[config.mk]
export PLATFORM = sky130hd
export DESIGN_NAME = fir_core_engine
export DESIGN_NICKNAME = d
export VERILOG_FILES = /design/src/rtl/fir_pkg.sv /design/src/rtl/fir_shift_buffer.sv /design/src/rtl/fir_core_engine.sv
export SDC_FILE = /design/constraint.sdc
export NUM_CORES = 2
export LEC_CHECK = 0
export ABC_AREA = 1
export BUFFER_PORTS_ARGS = -buffer_cell sky130_fd_sc_hd__buf_2
export CAP_MARGIN = 0
export CORE_MARGIN = 3
export CORE_UTILIZATION = 55
export CTS_CLUSTER_SIZE = 14
export DETAILED_ROUTE_END_ITERATION = 16
export PLACE_DENSITY = 0.82
export SETUP_SLACK_MARGIN = 0.15
export SLEW_MARGIN = 30
export SYNTH_ARGS = -nofsm -noshare
export SYNTH_HDL_FRONTEND = slang
export SYNTH_SLANG_ARGS = --single-unit
[constraint.sdc]
create_clock -name aclk -period 12.6 [get_ports aclk]
set_input_delay 3.15 -clock aclk [delete_from_list [all_inputs] [get_ports aclk]]
set_output_delay 3.15 -clock aclk [all_outputs]
set_load 0.05 [all_outputs]
[src/rtl/fir_pkg.sv]
// Shared state encoding and control-word constants for the FIR compute engine.
package fir_pkg;

   typedef enum logic [2:0] {
      IDLE,
      WAIT_IN,
      MAC,
      OUT,
      DONE
   } state_e;

   localparam int CTRL_AP_START_BIT = 0;
   localparam int CTRL_LEN_LSB      = 16;
   localparam int TAP_ADDR_STRIDE   = 4;

endpackage

[src/rtl/fir_shift_buffer.sv]
// Sample delay line: newest sample at index 0, clearable, with a combinational read port.
module fir_shift_buffer #(
   parameter int DATA_WIDTH = 32,
   parameter int DEPTH      = 11,
   parameter int IDX_W      = $clog2(DEPTH + 1)
) (
   input  logic                  clk,
   input  logic                  rst_n,
   input  logic                  clr_i,
   input  logic                  shift_i,
   input  logic [DATA_WIDTH-1:0] wr_data_i,
   input  logic [IDX_W-1:0]      rd_idx_i,
   output logic [DATA_WIDTH-1:0] rd_data_o
);

   logic [DEPTH-1:0][DATA_WIDTH-1:0] buf_q, buf_d;

   always_comb begin
      buf_d = buf_q;
      if (clr_i) begin
         buf_d = '0;
      end else if (shift_i) begin
         buf_d = {buf_q[DEPTH-2:0], wr_data_i};
      end
   end

   // NOTE: this storage is reset rather than left uninitialised: slots not yet filled must read as zero.
   always_ff @(posedge clk or negedge rst_n) begin
      if (!rst_n) begin
         buf_q <= '0;
      end else begin
         buf_q <= buf_d;
      end
   end

   assign rd_data_o = (rd_idx_i < IDX_W'(DEPTH)) ? buf_q[rd_idx_i] : '0;

endmodule

[src/rtl/fir_core_engine.sv]
// FIR compute engine: per input sample, one tap-BRAM read per cycle feeds a wrapping MAC.
module fir_core_engine
   import fir_pkg::*;
#(
   parameter int ADDR_WIDTH = 12,
   parameter int DATA_WIDTH = 32,
   parameter int NUM_TAPS   = 11,
   parameter int LEN_WIDTH  = 16
) (
   input  logic                    aclk,
   input  logic                    aresetn,
   input  logic [DATA_WIDTH-1:0]   in_reg_data,
   output logic                    out_ap_done,
   output logic                    out_ap_idle,
   output logic [ADDR_WIDTH-1:0]   out_tap_A,
   output logic                    out_tap_EN,
   output logic [DATA_WIDTH/8-1:0] out_tap_WE,
   input  logic [DATA_WIDTH-1:0]   in_tap_Do,
   input  logic [DATA_WIDTH-1:0]   in_ss_tdata,
   input  logic                    in_ss_tvalid,
   input  logic                    in_ss_tlast,
   output logic                    out_ss_tready,
   output logic [DATA_WIDTH-1:0]   out_sm_tdata,
   output logic                    out_sm_tvalid,
   output logic                    out_sm_tlast,
   input  logic                    in_sm_tready
);

   localparam int K_W = $clog2(NUM_TAPS + 1);

   state_e                state_q, state_d;
   logic                  start_q;
   logic [LEN_WIDTH-1:0]  len_q, len_d;
   logic [LEN_WIDTH-1:0]  cnt_q, cnt_d;
   logic [K_W-1:0]        k_q, k_d;
   logic [DATA_WIDTH-1:0] acc_q, acc_d;

   logic                  start, accept_start, last_sample;
   logic                  tap_en, buf_clr, buf_shift;
   logic [LEN_WIDTH-1:0]  len_in;
   logic [K_W-1:0]        rd_idx;
   logic [DATA_WIDTH-1:0] buf_rd, product;
   logic                  unused_inputs;

   assign start        = in_reg_data[CTRL_AP_START_BIT] & ~start_q;
   assign accept_start = start & ((state_q == IDLE) || (state_q == DONE));
   assign len_in       = in_reg_data[CTRL_LEN_LSB +: LEN_WIDTH];
   assign last_sample  = (cnt_q == len_q - LEN_WIDTH'(1));
   assign rd_idx       = k_q - K_W'(1);
   // Low half of a signed product equals the unsigned one; the sum wraps likewise.
   assign product      = DATA_WIDTH'($signed(in_tap_Do) * $signed(buf_rd));
   assign unused_inputs = ^{in_ss_tlast, in_reg_data};

   fir_shift_buffer #(
      .DATA_WIDTH (DATA_WIDTH),
      .DEPTH      (NUM_TAPS),
      .IDX_W      (K_W)
   ) u_buf (
      .clk       (aclk),
      .rst_n     (aresetn),
      .clr_i     (buf_clr),
      .shift_i   (buf_shift),
      .wr_data_i (in_ss_tdata),
      .rd_idx_i  (rd_idx),
      .rd_data_o (buf_rd)
   );

   // NOTE: sequential state uses non-blocking assignments so every register samples pre-edge values.
   always_ff @(posedge aclk or negedge aresetn) begin
      if (!aresetn) begin
         state_q <= IDLE;
      end else begin
         state_q <= state_d;
      end
   end

   always_comb begin
      // NOTE: every output is defaulted before the case so no path can infer a latch.
      state_d       = state_q;
      out_ss_tready = 1'b0;
      out_sm_tvalid = 1'b0;
      out_sm_tlast  = 1'b0;
      tap_en        = 1'b0;
      buf_clr       = 1'b0;
      buf_shift     = 1'b0;
      unique case (state_q)
         IDLE, DONE: begin
            if (start) begin
               buf_clr = 1'b1;
               state_d = (len_in == '0) ? DONE : WAIT_IN;
            end
         end
         WAIT_IN: begin
            out_ss_tready = 1'b1;
            if (in_ss_tvalid) begin
               buf_shift = 1'b1;
               state_d   = MAC;
            end
         end
         MAC: begin
            tap_en = (k_q < K_W'(NUM_TAPS));
            if (k_q == K_W'(NUM_TAPS)) state_d = OUT;
         end
         OUT: begin
            out_sm_tvalid = 1'b1;
            out_sm_tlast  = last_sample;
            if (in_sm_tready) state_d = last_sample ? DONE : WAIT_IN;
         end
         default: state_d = IDLE;
      endcase
   end

   // Tap k is presented in cycle k and multiplied with buf[k] one cycle later.
   always_comb begin
      len_d = len_q;
      cnt_d = cnt_q;
      k_d   = k_q;
      acc_d = acc_q;
      if (accept_start) begin
         len_d = len_in;
         cnt_d = '0;
      end
      unique case (state_q)
         WAIT_IN: begin
            if (in_ss_tvalid) begin
               acc_d = '0;
               k_d   = '0;
            end
         end
         MAC: begin
            if (k_q != K_W'(NUM_TAPS)) k_d = k_q + K_W'(1);
            if (k_q != '0) acc_d = acc_q + product;
         end
         OUT: begin
            if (in_sm_tready) cnt_d = cnt_q + LEN_WIDTH'(1);
         end
         default: ;
      endcase
   end

   always_ff @(posedge aclk or negedge aresetn) begin
      if (!aresetn) begin
         start_q <= 1'b0;
         len_q   <= '0;
         cnt_q   <= '0;
         k_q     <= '0;
         acc_q   <= '0;
      end else begin
         start_q <= in_reg_data[CTRL_AP_START_BIT];
         len_q   <= len_d;
         cnt_q   <= cnt_d;
         k_q     <= k_d;
         acc_q   <= acc_d;
      end
   end

   assign out_tap_EN   = tap_en;
   assign out_tap_A    = tap_en ? ADDR_WIDTH'(int'(k_q) * TAP_ADDR_STRIDE) : '0;
   assign out_tap_WE   = '0;
   assign out_sm_tdata = acc_q;
   assign out_ap_done  = (state_q == DONE);
   assign out_ap_idle  = (state_q == IDLE) || (state_q == DONE);

endmodule

Word-level counts from Yosys, hierarchy flattened
Index checks and enable logic that the tools add are counted.
- word-level logic and storage cells: 82
- input port bits: 101
- register bits after elaboration: 424
- output and inout bits: 54
- equal/unequal tests: 13
- add/sub/neg operators: 5
- $mul: 1
- multiplexer cells: 30
- order comparisons: 3
- reduce and logical (&&, ||, !) cells: 10
- bitwise gates (word level): 3
- operators by type and width (kind ; count):
    352-bit 2-to-1 mux ; 2
    32-bit binary-select mux with 4-bit select ; 1
    32-bit 2-to-1 mux ; 4
    32-bit case mux with 2 select lines ; 1
    16-bit 2-to-1 mux ; 3
    32-bit adder ; 1
    32-bit by 32-bit multiplier with 32-bit output ; 1
    3-bit 2-to-1 mux ; 6
    16-bit by 1-bit adder with 16-bit output, second input constant ; 1
    16-bit equality test ; 1
    16-bit zero test ; 1
    16-bit by 1-bit subtractor with 16-bit output, second input constant ; 1
    2-bit != test, second input constant ; 6
    3-bit case mux with 4 select lines ; 1
    4-bit less-than comparator, second input constant ; 2
    1-bit 2-to-1 mux ; 8
    4-bit 2-to-1 mux ; 2
    4-bit case mux with 2 select lines ; 1
    3-bit by 2-bit equality test with 1-bit output, second input constant ; 2
    6-bit 2-to-1 mux ; 1
    3-bit AND reduction ; 2
    4-bit by 5-bit less-than comparator with 1-bit output, second input constant ; 1
    4-bit by 1-bit adder with 4-bit output, second input constant ; 1
    4-bit equality test, second input constant ; 1
    12 further kinds ; 14

Longest topological paths before layout
- word-level depth: 8
- mapped depth: 51
- depth with buffers taken out: 46

Modules after synthesis
From an unflattened synthesis, not the netlist that was laid out.
- cells, all modules: 5263
- area total of the unflattened synthesis: 39517.9 sq um
- modules (own cells, without submodules) (module ; area each (sq um) ; times used ; sequential area each (sq um) ; cells an instance):
    fir_core_engine ; 22255.1 ; 1 ; 1801.7 ; 3039
    fir_shift_buffer ; 17262.8 ; 1 ; 8808.4 ; 2224

Worst setup path before layout
No wires, ideal clock.
- path kind: input -> register
- from: in in_tap_Do[8]
- to: reg acc_q[30] (netlist: out_sm_tdata[30])
- stages on the path: 28
- slack: 3112 ps
- path buffers: 2
- data required time: 12465 ps
- library setup time: 135 ps
- data arrival time: 9353 ps
- cells stage by stage: clkbuf_1 -> inv_1 -> clkbuf_1 -> nor2_1 -> fa_1 -> fa_1 -> inv_1 -> fa_1 -> inv_1 -> fa_1 -> inv_1 -> fa_1 -> inv_1 -> fa_1 -> fa_1 -> inv_1 -> fa_1 -> inv_1 -> ha_1 -> nand2_1 -> nor4_1 -> nand3_1 -> nand3_1 -> a21oi_1 -> o21bai_1 -> a21oi_1 -> o21ai_0 -> o21ai_0
- cells in the longest elaborated chain, start to end: 4
- RTL lines (element ; line ; source):
    from (decl) ; fir_core_engine.sv:18 ; input logic [DATA_WIDTH-1:0] in_tap_Do,
    32-bit by 32-bit multiplier with 32-bit output ; fir_core_engine.sv:51 ; assign product = DATA_WIDTH'($signed(in_tap_Do) * $signed(buf_rd));
    32-bit adder ; fir_core_engine.sv:132 ; if (k_q != '0) acc_d = acc_q + product;
    32-bit 2-to-1 mux ; fir_core_engine.sv:132 ;
    32-bit case mux with 2 select lines ; fir_core_engine.sv:123 ; unique case (state_q)
    to (signal assigned) ; fir_core_engine.sv:147 ; acc_q <= '0;
    to (signal assigned) ; fir_core_engine.sv:153 ; acc_q <= acc_d;
    to (decl) ; fir_core_engine.sv:36 ; logic [DATA_WIDTH-1:0] acc_q, acc_d;
No other way between the ends. The select of a mux whose other input is x is not followed.
A chain may end at the register's enable or synchronous reset.

Worst setup path after layout
- from: reg k_q[0]
- to: reg acc_q[30] (netlist: out_sm_tdata[30])
- cells in the longest elaborated chain, start to end: 8
- elaborated cells between the ends (all ways): 12
- those cells by class: 2 x add/sub; 1 x mul; 1 x order compare; 1 x eq/ne; 5 x mux; 2 x reduce/logical
- RTL lines (element ; line ; source):
    from (decl) ; fir_core_engine.sv:35 ; logic [K_W-1:0] k_q, k_d;
    from (signal assigned) ; fir_core_engine.sv:152 ; k_q <= k_d;
    4-bit by 1-bit subtractor with 4-bit output ; fir_core_engine.sv:49 ; assign rd_idx = k_q - K_W'(1);
    32-bit binary-select mux with 4-bit select ; fir_shift_buffer.sv:36 ; assign rd_data_o = (rd_idx_i < IDX_W'(DEPTH)) ? buf_q[rd_idx_i] : '0;
    32-bit 2-to-1 mux (not written as such) ; fir_shift_buffer.sv:36 ;
    32-bit 2-to-1 mux ; fir_shift_buffer.sv:36 ;
    32-bit by 32-bit multiplier with 32-bit output ; fir_core_engine.sv:51 ;
    32-bit adder ; fir_core_engine.sv:132 ;
    32-bit 2-to-1 mux ; fir_core_engine.sv:132 ;
    32-bit case mux with 2 select lines ; fir_core_engine.sv:123 ;
Several ways; a longest one is shown, not always the timed one. The select of a mux whose other input is x is not followed.

==> flow_metrics.tcl <==
set metrics [dict create \
    path_clk_slew_ns 0.07 \
    cp_slowest_cell "dfrtp_4" \
    ctsHoldBuffers 0 \
    htreeDepth 2 \
    grtUsageTotal 0.297 \
    synth_warnings 0 \
    layout_commonest_cell "inv_1" \
    synth-edff-count 0 \
    timing.slew.headroom 0.305 \
    die_width_um 267 \
    required_ns 13.08 \
    worstMarginPinSlew_ns 1.04 \
    worstSkewPairLatency_ns 0.61 \
    start_util 0.556 \
    drt_wl_total_um 104000 \
    rsz0062_at_grt "false" \
    wl_per_cell_um 18.8 \
    num_rows 95 \
    dieArea_um2 71200 \
    numCtsBuffers 45 \
    cpMostUsedCell "fa_1" \
    dp_hpwl_um 72400 \
    synth_flop_cell "dfrtp_1" \
    synth-seq-cells 424 \
    status "finished clean" \
    seq_area_frac_synth 0.284 \
    cts_sinks 424 \
    critPathMaxFanout 74 \
    drt-initial-drc-count 3466 \
    clockBufferDepth 3 \
    critPathKind "flip-flop to flip-flop" \
    crit_buf_inv 9 \
    grt_first_pass_wirelength_um 168000 \
    coreArea_um2 67300 \
    finalSetupViolCount 0 \
    cts-resized-gates 0 \
    layout.nets 5328 \
    synthesis.area_um2 37400 \
    cp_data_arrival_time_ns 11.74 \
    async_flop_share 1.00 \
    avgSynthCellArea_um2 8.02 \
    drt-pass1-iter-count 8 \
    timing.final.max_slew_violations 0 \
    grt_max_degree 179 \
    antenna_found_initial 5 \
    hold_violations 0 \
    drive_gt1_frac 0.0607 \
    io_pins 155 \
    synthCells 4667 \
    fp.dieH_um 267 \
    skew_ns 0.0369 \
    place.gp.congestion 0.950 \
    timing.final.crit_share 0.894 \
    ys_types 47 \
    cts_setup_buffers 0 \
    grt_pass1_vias 32000 \
    maxCapViolCount 0 \
    endpoint_kind "flip-flop" \
    drc 0 \
    viasPerCell 5.72 \
    cpPeakStageDelay_ns 1.00 \
    cts-root-buf "clkbuf_16" \
    min-delay-path-class "flip-flop to flip-flop" \
    portBuffers 126 \
    postRouteAntennaNets 0 \
    cts_tree "built" \
    critPathTopFamily "adder cells" \
    layout_common_cells "978 x inv_1, 787 x nand2_1, 438 x fa_1" \
    fin_crit_ns 11.26 \
    startpoint_type "flip-flop" \
    setup_tns_ns 0 \
    overflow 0 \
    syn2layout_area_growth_pct 6.85 \
    vias 31700 \
    fmax_mhz 88.8 \
]
-- routing by layer --
layer / GRT usage / vias up / routed length [um]
met1: 0.392 / 15400 / 40200
li1: - / 14300 / -
met5: 0 / - / 9
met2: 0.468 / 1659 / 47600
met3: 0.0723 / 332 / 11000
met4: 0.137 / 2 / 5310
-- kinds of logic (layout without fill, tap and decap cells) --
group | after synthesis | count (layout) | synth area share
compound gates | 697 | 697 | 0.104
xor+xnor | 49 | 49 | 0.0123
fa+ha+maj | 594 | 594 | 0.286
buf+inv | 1277 | 1263 | 0.133
flops | 424 | 424 | 0.284
mux | 2 | 2 | 0.000535
other cells | 1 | 17 | 0.000100
simple gates | 1623 | 1623 | 0.180
-- area by class of cell --
class | instances | area, um2
fillers | 5790 | 27300
multi-input cells | 2977 | 21900
flip-flops and latches | 424 | 10600
inverters | 1016 | 3820
clock buffers | 60 | 1240
well taps | 873 | 1090
repair buffers | 169 | 1020
clock inverters | 18 | 238
diodes | 5 | 12.5
-- synthesized netlist by cell type (3+ instances only) --
library cell / n / area share
o22ai_1: 164 / 0.027
buf_1: 17 / 0.0017
nor4_1: 11 / 0.0018
o21ai_1: 9 / 0.0012
nand4_1: 35 / 0.0059
clkinv_1: 16 / 0.0016
dfrtp_1: 424 / 0.28
o21ai_0: 325 / 0.043
buf_2: 50 / 0.0067
xor2_1: 33 / 0.0077
nand2_1: 790 / 0.079
a22o_1: 4 / 0.00094
o21a_1: 3 / 0.00060
nand3_1: 365 / 0.049
clkbuf_1: 170 / 0.017
nor2_1: 390 / 0.039
o21bai_1: 3 / 0.00060
a21oi_1: 127 / 0.017
buf_6: 4 / 0.0012
ha_1: 156 / 0.052
fa_1: 438 / 0.23
o31ai_1: 40 / 0.0080
o211ai_1: 11 / 0.0022
nor3_1: 15 / 0.0020
inv_2: 21 / 0.0021
xnor2_1: 12 / 0.0028
buf_4: 20 / 0.0040
or2_2: 3 / 0.00050
nand3b_1: 4 / 0.00080
inv_1: 979 / 0.098
nand3_2: 6 / 0.0016
-- final timing paths --
path / from / depth (start not counted) / endpoint / slack [ns]
setup reg to reg: k_q[0] / 35 / out_sm_tdata[30] / 1.34
hold reg to reg: u_buf.buf_q[158] / 2 / u_buf.buf_q[190] / 0.50
min in group asynchronous: aresetn / 1 / u_buf.buf_q[18] / 2.64
setup / recovery: k_q[0] / 35 / out_sm_tdata[30] / 1.34
max in group asynchronous: aresetn / 4 / out_sm_tdata[6] / 7.67
hold / removal: u_buf.buf_q[158] / 2 / u_buf.buf_q[190] / 0.50
-- registers in the layout, summed over array words and instances (netlist names) --
| name | cells |
|---|---|
| k_q | 4 |
| state_q | 3 |
| cnt_q | 16 |
| len_q | 16 |
| start_q | 1 |
| out_sm_tdata | 32 |
| u_buf.buf_q | 352 |
-- per-stage QoR --
stage,worst slack [ns],hold slack (ns),utilization,cells,cell area (um2)
5_1_grt,0.898,0.529,0.594,5541,40000
2_1_floorplan,3.11,0.465,-,4678,37500
3_3_place_gp,1.70,0.481,0.572,5458,38500
4_1_cts,1.54,0.509,0.594,5536,39900
3_5_place_dp,1.56,0.491,0.572,5458,38500
6_report,1.34,0.505,0.594,5542,40000
-- worst register-to-register path, delay by kind of cell (launching register included) --
kind,cells,cell delay (ns)
adder cells (fa/ha/maj),10,5.18
flip-flops,1,1.00
AO/OA/AOI/OAI,7,0.92
AND/OR/NAND/NOR,9,1.83
buffers and inverters,9,2.21
Power is left out: the tool's default activity adds up to more than one toggle a clock period on the data nets, which glitch-free logic cannot reach.
